$ cat config.mk
export PLATFORM = sky130hd
export DESIGN_NAME = secure_serial_receiver_flat
export DESIGN_NICKNAME = d
export VERILOG_FILES = /design/src/rtl/health_link_pkg.sv /design/src/rtl/secure_serial_receiver_if.sv /design/src/rtl/serial_shift_capture.sv /design/src/rtl/secure_serial_receiver.sv /design/src/flat_wrapper.sv
export SDC_FILE = /design/constraint.sdc
export NUM_CORES = 1
export LEC_CHECK = 0
export BUFFER_PORTS_ARGS = -buffer_cell sky130_fd_sc_hd__buf_2
export CAP_MARGIN = 15
export CORE_ASPECT_RATIO = 0.8
export CORE_MARGIN = 2
export CORE_UTILIZATION = 40
export DETAILED_ROUTE_END_ITERATION = 6
export PLACE_DENSITY_LB_ADDON = 0.15
export SLEW_MARGIN = 10
export SYNTH_ARGS = -nofsm -noshare
export SYNTH_HDL_FRONTEND = slang
export SYNTH_HIERARCHICAL = 1
export SYNTH_SLANG_ARGS = --single-unit
$ cat constraint.sdc
create_clock -name clock -period 2.16 [get_ports clock]
set_input_delay 0.324 -clock clock [delete_from_list [all_inputs] [get_ports clock]]
set_output_delay 0.324 -clock clock [all_outputs]
set_load 0.01 [all_outputs]
$ cat src/rtl/health_link_pkg.sv
// Shared types and helpers for the secure serial intake: FSM states, frame length and key rotation.
package health_link_pkg;

    typedef enum logic [1:0] {
        IDLE  = 2'd0,
        ARMED = 2'd1,
        RECV  = 2'd2
    } rxState_t;

    function automatic int frameLen(input int dataW, input int parityEn);
        return dataW + parityEn;
    endfunction

    // Rotate the low w bits of v left by one; bits above w are forced to zero.
    function automatic logic [31:0] rotl1(input logic [31:0] v, input int w);
        logic [31:0] mask;
        mask = (w >= 32) ? 32'hFFFF_FFFF : ((32'd1 << w) - 32'd1);
        return ((v << 1) | (v >> (w - 1))) & mask;
    endfunction

endpackage

$ cat src/rtl/secure_serial_receiver_if.sv
// Host-side handshake, serial data and key inputs plus the word/status outputs of the receiver.
interface secure_serial_receiver_if #(
    parameter int DATA_W = 8,
    parameter int CNT_W  = 8
);
    logic              request;
    logic              confirm;
    logic              inputdata;
    logic [DATA_W-1:0] key;
    logic [DATA_W-1:0] data_out;
    logic [DATA_W-1:0] cipher_out;
    logic              data_valid;
    logic              parity_err;
    logic              abort;
    logic [CNT_W-1:0]  word_count;
    logic              busy;

    modport master (
        output request, confirm, inputdata, key,
        input  data_out, cipher_out, data_valid, parity_err, abort, word_count, busy
    );

    modport slave (
        input  request, confirm, inputdata, key,
        output data_out, cipher_out, data_valid, parity_err, abort, word_count, busy
    );
endinterface

$ cat src/rtl/serial_shift_capture.sv
// MSB-first shift register, bit counter and even-parity accumulator; frameDone and word are combinational
// on the final bit so the caller can register the word on that same edge. No backpressure.
import health_link_pkg::*;

module serial_shift_capture #(
    parameter int DATA_W    = 8,
    parameter int PARITY_EN = 0
) (
    input  logic              clock,
    input  logic              reset,
    input  logic              sampleEn,
    input  logic              clear,
    input  logic              serialIn,
    output logic [DATA_W-1:0] word,
    output logic              parityOk,
    output logic              frameDone,
    output logic              bitCntNz
);
    localparam int FRAME = frameLen(DATA_W, PARITY_EN);
    localparam int CW    = $clog2(FRAME + 1);
    // Without parity the last data bit comes straight from serialIn, so one stage fewer is stored.
    localparam int SR_W  = DATA_W - 1 + PARITY_EN;
    localparam logic [CW-1:0] LAST_BIT  = CW'(FRAME - 1);
    localparam logic [CW-1:0] DATA_BITS = CW'(DATA_W);

    logic [SR_W-1:0] shiftReg;
    logic [CW-1:0]   bitCnt;
    logic            parityAcc;
    logic            isDataBit;

    assign isDataBit = bitCnt < DATA_BITS;
    assign frameDone = sampleEn && (bitCnt == LAST_BIT);
    assign bitCntNz  = bitCnt != '0;
    assign parityOk  = (PARITY_EN == 0) || !(parityAcc ^ serialIn);

    generate
        if (PARITY_EN != 0) begin : gWordPar
            assign word = shiftReg;
        end else begin : gWordNoPar
            assign word = {shiftReg, serialIn};
        end
    endgenerate

    always_ff @(posedge clock or posedge reset) begin
        if (reset) begin
            shiftReg  <= '0;
            bitCnt    <= '0;
            parityAcc <= 1'b0;
        end else if (clear) begin
            bitCnt    <= '0;
            parityAcc <= 1'b0;
        end else if (sampleEn) begin
            if (isDataBit) begin
                shiftReg  <= SR_W'({shiftReg, serialIn});
                parityAcc <= parityAcc ^ serialIn;
            end
            if (frameDone) begin
                bitCnt    <= '0;
                parityAcc <= 1'b0;
            end else begin
                bitCnt <= bitCnt + CW'(1);
            end
        end
    end

endmodule

$ cat src/rtl/secure_serial_receiver.sv
// Request/confirm serial word receiver with XOR session-key encryption; word visible the cycle after its
// final bit edge, data_valid/parity_err/abort are single-cycle pulses, no backpressure.
import health_link_pkg::*;

module secure_serial_receiver #(
    parameter int DATA_W     = 8,
    parameter int PARITY_EN  = 0,
    parameter int ROTATE_KEY = 0,
    parameter int CNT_W      = 8
) (
    input logic                      clock,
    input logic                      reset,
    secure_serial_receiver_if.slave  bus
);
    rxState_t          state;
    logic [DATA_W-1:0] activeKey;
    logic [DATA_W-1:0] dataOut;
    logic [DATA_W-1:0] cipherOut;
    logic              dataValid;
    logic              parityErr;
    logic              abortPulse;
    logic              busyReg;
    logic [CNT_W-1:0]  wordCount;

    logic              sampleEn;
    logic              frameDone;
    logic              parityOk;
    logic              bitCntNz;
    logic [DATA_W-1:0] capWord;

    assign sampleEn = (state == RECV) && bus.request;

    serial_shift_capture #(
        .DATA_W    (DATA_W),
        .PARITY_EN (PARITY_EN)
    ) uCapture (
        .clock     (clock),
        .reset     (reset),
        .sampleEn  (sampleEn),
        .clear     (!sampleEn),
        .serialIn  (bus.inputdata),
        .word      (capWord),
        .parityOk  (parityOk),
        .frameDone (frameDone),
        .bitCntNz  (bitCntNz)
    );

    always_ff @(posedge clock or posedge reset) begin
        if (reset) begin
            state      <= IDLE;
            activeKey  <= '0;
            dataOut    <= '0;
            cipherOut  <= '0;
            dataValid  <= 1'b0;
            parityErr  <= 1'b0;
            abortPulse <= 1'b0;
            busyReg    <= 1'b0;
            wordCount  <= '0;
        end else begin
            dataValid  <= 1'b0;
            parityErr  <= 1'b0;
            abortPulse <= 1'b0;
            case (state)
                IDLE: begin
                    if (bus.request) begin
                        state   <= ARMED;
                        busyReg <= 1'b1;
                    end
                end
                ARMED: begin
                    if (!bus.request) begin
                        state   <= IDLE;
                        busyReg <= 1'b0;
                    end else if (bus.confirm) begin
                        state     <= RECV;
                        activeKey <= bus.key;
                    end
                end
                RECV: begin
                    if (!bus.request) begin
                        state      <= IDLE;
                        busyReg    <= 1'b0;
                        abortPulse <= bitCntNz;
                    end else if (frameDone) begin
                        if (parityOk) begin
                            dataOut   <= capWord;
                            cipherOut <= capWord ^ activeKey;
                            dataValid <= 1'b1;
                            wordCount <= wordCount + CNT_W'(1);
                            if (ROTATE_KEY != 0)
                                activeKey <= DATA_W'(rotl1(32'(activeKey), DATA_W));
                        end else begin
                            parityErr <= 1'b1;
                        end
                        if (!bus.confirm) begin
                            state   <= IDLE;
                            busyReg <= 1'b0;
                        end
                    end
                end
                default: begin
                    state   <= IDLE;
                    busyReg <= 1'b0;
                end
            endcase
        end
    end

    assign bus.data_out   = dataOut;
    assign bus.cipher_out = cipherOut;
    assign bus.data_valid = dataValid;
    assign bus.parity_err = parityErr;
    assign bus.abort      = abortPulse;
    assign bus.word_count = wordCount;
    assign bus.busy       = busyReg;

endmodule
$ cat src/flat_wrapper.sv
// flat-port wrapper written by rule: the top's interface ports become plain ports
module secure_serial_receiver_flat 
#(
    parameter int DATA_W     = 8,
    parameter int PARITY_EN  = 0,
    parameter int ROTATE_KEY = 0,
    parameter int CNT_W      = 8
)
  (clock, reset, bus_request, bus_confirm, bus_inputdata, bus_key, bus_data_out, bus_cipher_out, bus_data_valid, bus_parity_err, bus_abort, bus_word_count, bus_busy);
  secure_serial_receiver_if #(.DATA_W(DATA_W), .CNT_W(CNT_W)) bus_i ();
  input logic clock;
  input logic reset;
  input wire logic [$bits(bus_i.request)-1:0] bus_request;
  input wire logic [$bits(bus_i.confirm)-1:0] bus_confirm;
  input wire logic [$bits(bus_i.inputdata)-1:0] bus_inputdata;
  input wire logic [$bits(bus_i.key)-1:0] bus_key;
  output wire logic [$bits(bus_i.data_out)-1:0] bus_data_out;
  output wire logic [$bits(bus_i.cipher_out)-1:0] bus_cipher_out;
  output wire logic [$bits(bus_i.data_valid)-1:0] bus_data_valid;
  output wire logic [$bits(bus_i.parity_err)-1:0] bus_parity_err;
  output wire logic [$bits(bus_i.abort)-1:0] bus_abort;
  output wire logic [$bits(bus_i.word_count)-1:0] bus_word_count;
  output wire logic [$bits(bus_i.busy)-1:0] bus_busy;
  assign bus_i.request = bus_request;
  assign bus_i.confirm = bus_confirm;
  assign bus_i.inputdata = bus_inputdata;
  assign bus_i.key = bus_key;
  assign bus_data_out = bus_i.data_out;
  assign bus_cipher_out = bus_i.cipher_out;
  assign bus_data_valid = bus_i.data_valid;
  assign bus_parity_err = bus_i.parity_err;
  assign bus_abort = bus_i.abort;
  assign bus_word_count = bus_i.word_count;
  assign bus_busy = bus_i.busy;
  secure_serial_receiver #(.DATA_W(DATA_W), .PARITY_EN(PARITY_EN), .ROTATE_KEY(ROTATE_KEY), .CNT_W(CNT_W)) u_core (.clock(clock), .reset(reset), .bus(bus_i));
endmodule
==> metrics.txt, run 1 <==
CTS root buf clkbuf_8; relative slew slack 57.5%; RSZ-0062 raised after global routing false; leading area contributor after synthesis dfrtp_1; later-pin clock latency in the skew report 300 ps; Main synth FF type dfrtp_1; Final Hold Viols 0; Fin Hold WS 17.7 ps; Max Fanout on Critical Path 11; synthesized area 0.00218 mm2; Pre-Repair DR Iteration Count 4; H-Tree Depth 2; Mapped Cells 158; crit path DAT 2080 ps; crit path kind reg2reg; clk_skew 7.81 ps; Critical Path Slowest Stage Cell dfrtp_1; Fin Setup TNS 0 ps; die height 70.0 um; crit-path cells ha_1 > and4b_2 > nand2_1 > nor2_4 > buf_4 > mux2_2; syn_nets 174; initial core utilization 40.8%; Commonest cells post-synth dfrtp_1 (49), mux2_2 (25), xor2_1 (15); antenna violations before repair 0; FFs w/ async S/R, synth 100%; Slew @ Worst Pin 638 ps; # fillers 489; peak supply drop 0.453 mV; Total GRT Usage 14.7%; post-synth cell types 34; status complete, no violations; Clock Pin Slew Worst Setup and Hold Paths 90 ps; via count 1320; Final nets 220; vias in the first global route 1397; GR Overflow Total 0; share of the synthesized area in the top cell type 56.3%; Yosys warnings 6; P&R area growth vs syn 16.5%; port bufs 40; drt initial violations 45; row cnt 24; Chip Width 86.5 um; Setup Buffers After CTS 0; Mapped Avg Cell Area 13.8 um2; CTS tree built; CP peak stage delay 430 ps; MaxCap Viol Count 0; Post-synth EDFFs 0; # IOs 41; half-perimeter wire length after placement 2.86 mm; CTS hold repair buffers 0; final wirelength 4.03 mm; TritonCTS Buffers 5; drt wl/cell 15.0 um; antenna fix cells 0; Max clock buf depth 2; FF+latch count, synth 49; Crit path required time 2340 ps; die area 0.00606 mm2; post-route ant nets 0; Leak 0.00139 uW; Seq/Total Area, Yosys 56.3%; # setup viols final 0; Via density 4.91; largest net degree at the start of global routing 39; Hold Crit Class in2async; Post-CTS Resized 0; Fmax achieved 0.526 GHz; CP endpoint kind flip-flop; pins over their slew limit 0; drt drc 0; crit path launch type flip-flop; Worst R2R Setup Slack 260 ps; Pwr per Cell Area 675 mW/mm2; Min Clock Period, post-route 1900 ps; clk sink count 49; core area 0.00535 mm2; global-route wire length before repair 7.00 mm; Final period util 88.0%; share of layout cells above drive strength 1 44.6%; most common cell in the netlist dfrtp_1; Final GP Congestion 0.747; synth top area cells dfrtp_1 (56%), mux2_2 (13%), xor2_1 (6.0%)
[cell type report]
type | count | area [um2] | share of cell area (%)
Sequential cell | 49 | 1230 | 48.3
Multi-Input combinational cell | 95 | 872 | 34.4
Timing Repair Buffer | 45 | 238 | 9.37
Clock buffer | 6 | 82.6 | 3.25
Tap cell | 65 | 81.3 | 3.21
Inverter | 8 | 30.0 | 1.18
Clock inverter | 1 | 7.51 | 0.296
[state kept, by name, summed over array words and instances, names as in the netlist]
signal	cells
u_core/bus.parity_err	1
u_core/uCapture/shiftReg	7
u_core/bus.data_valid	1
u_core/uCapture/bitCnt	4
u_core/bus.cipher_out	8
u_core/activeKey	8
u_core/bus.busy	1
u_core/state	2
u_core/bus.abort	1
u_core/bus.data_out	8
u_core/bus.word_count	8
[cells in the final DEF (no fill, tap or decap), drive strengths merged, types with 2 or more instances in the layout]
cell / synthesis / final
nor3b: 4 / 4
nand4: 4 / 4
nor2: 6 / 6
xor2: 15 / 15
nand3b: 2 / 2
ha: 3 / 3
nand2: 6 / 6
inv: 8 / 8
buf: 6 / 45
or3: 2 / 2
nor2b: 2 / 2
mux2: 33 / 33
nor4: 2 / 2
clkbuf: 0 / 6
dfrtp: 49 / 49
nor3: 4 / 4
[critical path: cells and delay by family, from the launching register on]
kind,cells,cell delay (ps)
and+or+nand+nor,3,530
muxes,1,360
adders and majority gates,1,270
DFF,1,430
buffers and inverters,1,200
[metrics by stage]
stage | cells | setup slack [ps] | utilization [%] | cell area, um2 | total power, uW
global route | 269 | 102 | 47.5 | 2540 | 1800
global placement | 262 | 324 | 45.8 | 2450 | 1180
floorplan | 158 | 74.0 | - | 2180 | 1150
CTS | 269 | 249 | 47.5 | 2540 | 1740
finish | 269 | 259 | 47.5 | 2540 | 1710
detailed placement | 262 | 277 | 45.8 | 2450 | 1190
[layer usage]
metal  global-route usage [%]  wire length [um]  vias up
met3                     3.66               194        4
met1                     20.3              1890      663
met5                        0                 0        -
li1                         -                 -      625
met2                     23.9              1920       28
met4                     2.60                25        0
[logic make-up after synthesis]
group	synth area share (%)
AOI/OAI and AO/OA	1.78
muxes	18.9
adders and majority gates	2.18
buffers and inverters	3.68
DFF	56.3
xor gates and xnor gates	6.43
and+or+nand+nor	10.6
other	0.172
[worst paths after layout]
check                                     startpoint                     endpoint  cells past startpoint
setup / recovery           u_core/uCapture/bitCnt[0]     u_core/bus.word_count[1]                      6
hold / removal                                 reset  u_core/uCapture/shiftReg[1]                      2
setup reg to reg           u_core/uCapture/bitCnt[0]     u_core/bus.word_count[1]                      6
hold reg to reg             u_core/bus.word_count[7]     u_core/bus.word_count[7]                      1
max in group asynchronous                      reset       u_core/bus.data_out[4]                      3
min in group clock                        bus_key[0]          u_core/activeKey[0]                      2
[where the power goes]
part / internal [uW] / switching [uW]
clock network: 253 / 289
logic: 101 / 63.7
registers: 966 / 39.5
Power figures use the tool's default switching activity.
==> run 2, diff against run 1 <==
ABC_AREA = 1   (was unset)
==> metrics.txt, run 2 <==
largest net degree at the start of global routing 39 (unchanged); Synth Area in XOR/XNOR 4.71% (was 6.43%); drt wl/cell 11.9 um (was 15.0 um); peak supply drop 0.450 mV (was 0.453 mV); Slew @ Worst Pin 507 ps (was 638 ps); share of layout cells above drive strength 1 22.3% (was 44.6%); Final period util 86.9% (was 88.0%); die height 70.8 um (was 70.0 um); Final Hold Viols 0 (unchanged); TritonCTS Buffers 5 (unchanged); Total GRT Usage 15.0% (was 14.7%); post-route ant nets 0 (unchanged); CTS root buf clkbuf_8 (unchanged); DRT met1 WL 2.24 mm (was 1.89 mm); synthesized area 0.00223 mm2 (was 0.00218 mm2); FF+latch count, synth 49 (unchanged); Mapped Avg Cell Area 8.82 um2 (was 13.8 um2); via count 1664 (was 1320); Pre-Repair DR Iteration Count 4 (unchanged); die area 0.00619 mm2 (was 0.00606 mm2); Commonest cells post-synth nand2_1 (98), dfrtp_1 (49), inv_1 (19) (was dfrtp_1 (49), mux2_2 (25), xor2_1 (15)); share of the synthesized area in the top cell type 55.0% (was 56.3%); antenna fix cells 0 (unchanged); most frequent cells in the layout nand2_1 (98), dfrtp_1 (49), buf_2 (40), inv_1 (19), nand3_1 (17) (was dfrtp_1 (49), buf_2 (40), mux2_2 (25), xor2_1 (15), mux2_4 (8)); antenna violations before repair 0 (unchanged); Placed Area 0.00247 mm2 (was 0.00245 mm2); CP peak stage delay 380 ps (was 430 ps); relative slew slack 66.2% (was 57.5%); port bufs 40 (unchanged); Main synth FF type dfrtp_1 (unchanged); RSZ-0062 raised after global routing false (unchanged); Max clock buf depth 2 (unchanged); # setup viols final 0 (unchanged); routed length on met2 1.82 mm (was 1.92 mm); MaxCap Viol Count 0 (unchanged); Critical Path Slowest Stage Cell dfrtp_1 (unchanged); half-perimeter wire length after placement 3.06 mm (was 2.86 mm); pins over their slew limit 0 (unchanged); Top Family by Delay on Critical Path simple AND/OR/NAND/NOR gates (unchanged); Fin Setup TNS 0 ps (unchanged); Via density 4.61 (was 4.91); Chip Width 87.5 um (was 86.5 um); GR Overflow Total 0 (unchanged); commonest non-fill, non-tap cell in the layout nand2_1 (was dfrtp_1); CTS tree built (unchanged); Clock Pin Slew Worst Setup and Hold Paths 90 ps (about the same); Fmax achieved 0.533 GHz (was 0.526 GHz); leading area contributor after synthesis dfrtp_1 (unchanged); Min Clock Period, post-route 1880 ps (was 1900 ps); # IOs 41 (unchanged); clk_skew 2.05 ps (was 7.81 ps); vias in the first global route 1518 (was 1397); Worst Path Buf+Inv 3 (was 1); final instance area 0.00258 mm2 (was 0.00254 mm2); synth top area cells dfrtp_1 (55%), nand2_1 (16%), nand3_1 (3.8%) (was dfrtp_1 (56%), mux2_2 (13%), xor2_1 (6.0%)); most common cell in the netlist nand2_1 (was dfrtp_1); clk sink count 49 (unchanged); Hold Crit Class in2async (unchanged); FFs w/ async S/R, synth 100% (unchanged); post-synth cell types 26 (was 34); H-Tree Depth 2 (unchanged); CP endpoint kind flip-flop (unchanged); drt drc 0 (unchanged); core area 0.00541 mm2 (was 0.00535 mm2); Max Fanout on Critical Path 26 (was 11); Seq/Total Area, Yosys 55.0% (was 56.3%); Adder-Cell Fraction of Synth Area 1.68% (was 2.18%); Post-synth EDFFs 0 (unchanged); crit path launch type flip-flop (unchanged); met3 routed WL 173 um (was 194 um); crit path kind reg2reg (unchanged); Total Power 2050 uW (was 1710 uW); final wirelength 4.29 mm (was 4.03 mm); drt initial violations 83 (was 45); Leak 0.00142 uW (was 0.00139 uW); syn_nets 269 (was 174); row cnt 24 (unchanged); Pwr per Cell Area 795 mW/mm2 (was 675 mW/mm2); initial core utilization 41.3% (was 40.8%); later-pin clock latency in the skew report 290 ps (was 300 ps); P&R area growth vs syn 15.6% (was 16.5%); Final nets 312 (was 220); global-route wire length before repair 7.18 mm (was 7.00 mm); Mapped Cells 253 (was 158); crit path DAT 2060 ps (was 2080 ps); complex-gate fraction of the synthesized area 4.15% (was 1.78%); largest family of logic cells by synthesized area simple AND/OR/NAND/NOR gates (was multiplexers); Yosys warnings 6 (unchanged); Crit path required time 2340 ps (about the same); crit-path cells inv_2 > nand2_2 > nor2_1 > nand4_1 > inv_1 > nand3_2 > nor2_4 > inv_4 > nand2_1 > o21ai_1 (was ha_1 > and4b_2 > nand2_1 > nor2_4 > buf_4 > mux2_2); Final GP Congestion 0.770 (was 0.747); mux contribution to synthesized area 0% (was 18.9%); Max Used Layer met4 (unchanged); Post-Synth Simple-Gate Area 27.5% (was 10.6%); status complete, no violations (unchanged)
run 2: cells by family after synthesis:
kind of cell | count (synthesis)
buf+inv | 30
xor+xnor | 12
flops | 49
compound gates | 15
simple gates | 143
other cells | 1
fa+ha+maj | 3
run 2: cell type report:
class                           count  area, um2
Fill cell                         555       2830
Sequential cell                    49       1230
Multi-Input combinational cell    174        852
Timing Repair Buffer               44        230
Inverter                           22       85.1
Tap cell                           65       81.3
Clock buffer                        5       68.8
Clock inverter                      2       35.0
run 2: worst paths after layout:
check	startpoint	end	slack, ps	cells after the start
max in group asynchronous	reset	u_core/bus.word_count[2]	1670	3
worst min register to register	u_core/bus.data_out[0]	u_core/bus.data_out[0]	470	2
worst max register to register	u_core/state[0]	u_core/bus.cipher_out[1]	280	10
worst min-delay path	reset	u_core/uCapture/shiftReg[1]	20	2
worst max-delay path	u_core/state[0]	u_core/bus.cipher_out[1]	280	10
min in group clock	bus_key[3]	u_core/activeKey[3]	260	3
run 2: stage by stage:
step                hold WS (ps)  setup WS, ps  std cells  util (%)
floorplan                    176           386        253         -
global placement             359           269        354      45.7
detailed placement           364           195        354      45.7
CTS                         35.7           189        361      47.7
global route                55.9          73.5        361      47.7
finish                      20.5           282        361      47.7
run 2: power by group:
group          total, uW  switching (uW)  internal, uW
Clock                630             293           337
Combinational        303             164           139
Sequential          1120            89.4          1030
run 2: worst reg2reg max path, cell delays in order, from the launching register on:
cell     delay, ps
dfrtp_1        380
inv_2          110
nand2_2        110
nor2_1         140
nand4_1        160
inv_1          120
nand3_2        100
nor2_4         300
inv_4          190
nand2_1        110
o21ai_1         60
run 2: timing repair:
| item | in CTS | in global routing |
|---|---|---|
| hold buffers | 0 | 0 |
| endpoints found under the setup margin | 0 | 11 |
| resized for setup | 0 | 2 |
| setup buffers | 0 | 0 |
run 2: layer usage:
layer  GRT usage, %  vias to the layer above
li1               -                      870
met1           22.4                      762
met2           21.2                       26
met3           4.32                        6
met4           4.62                        0
met5              0                        -
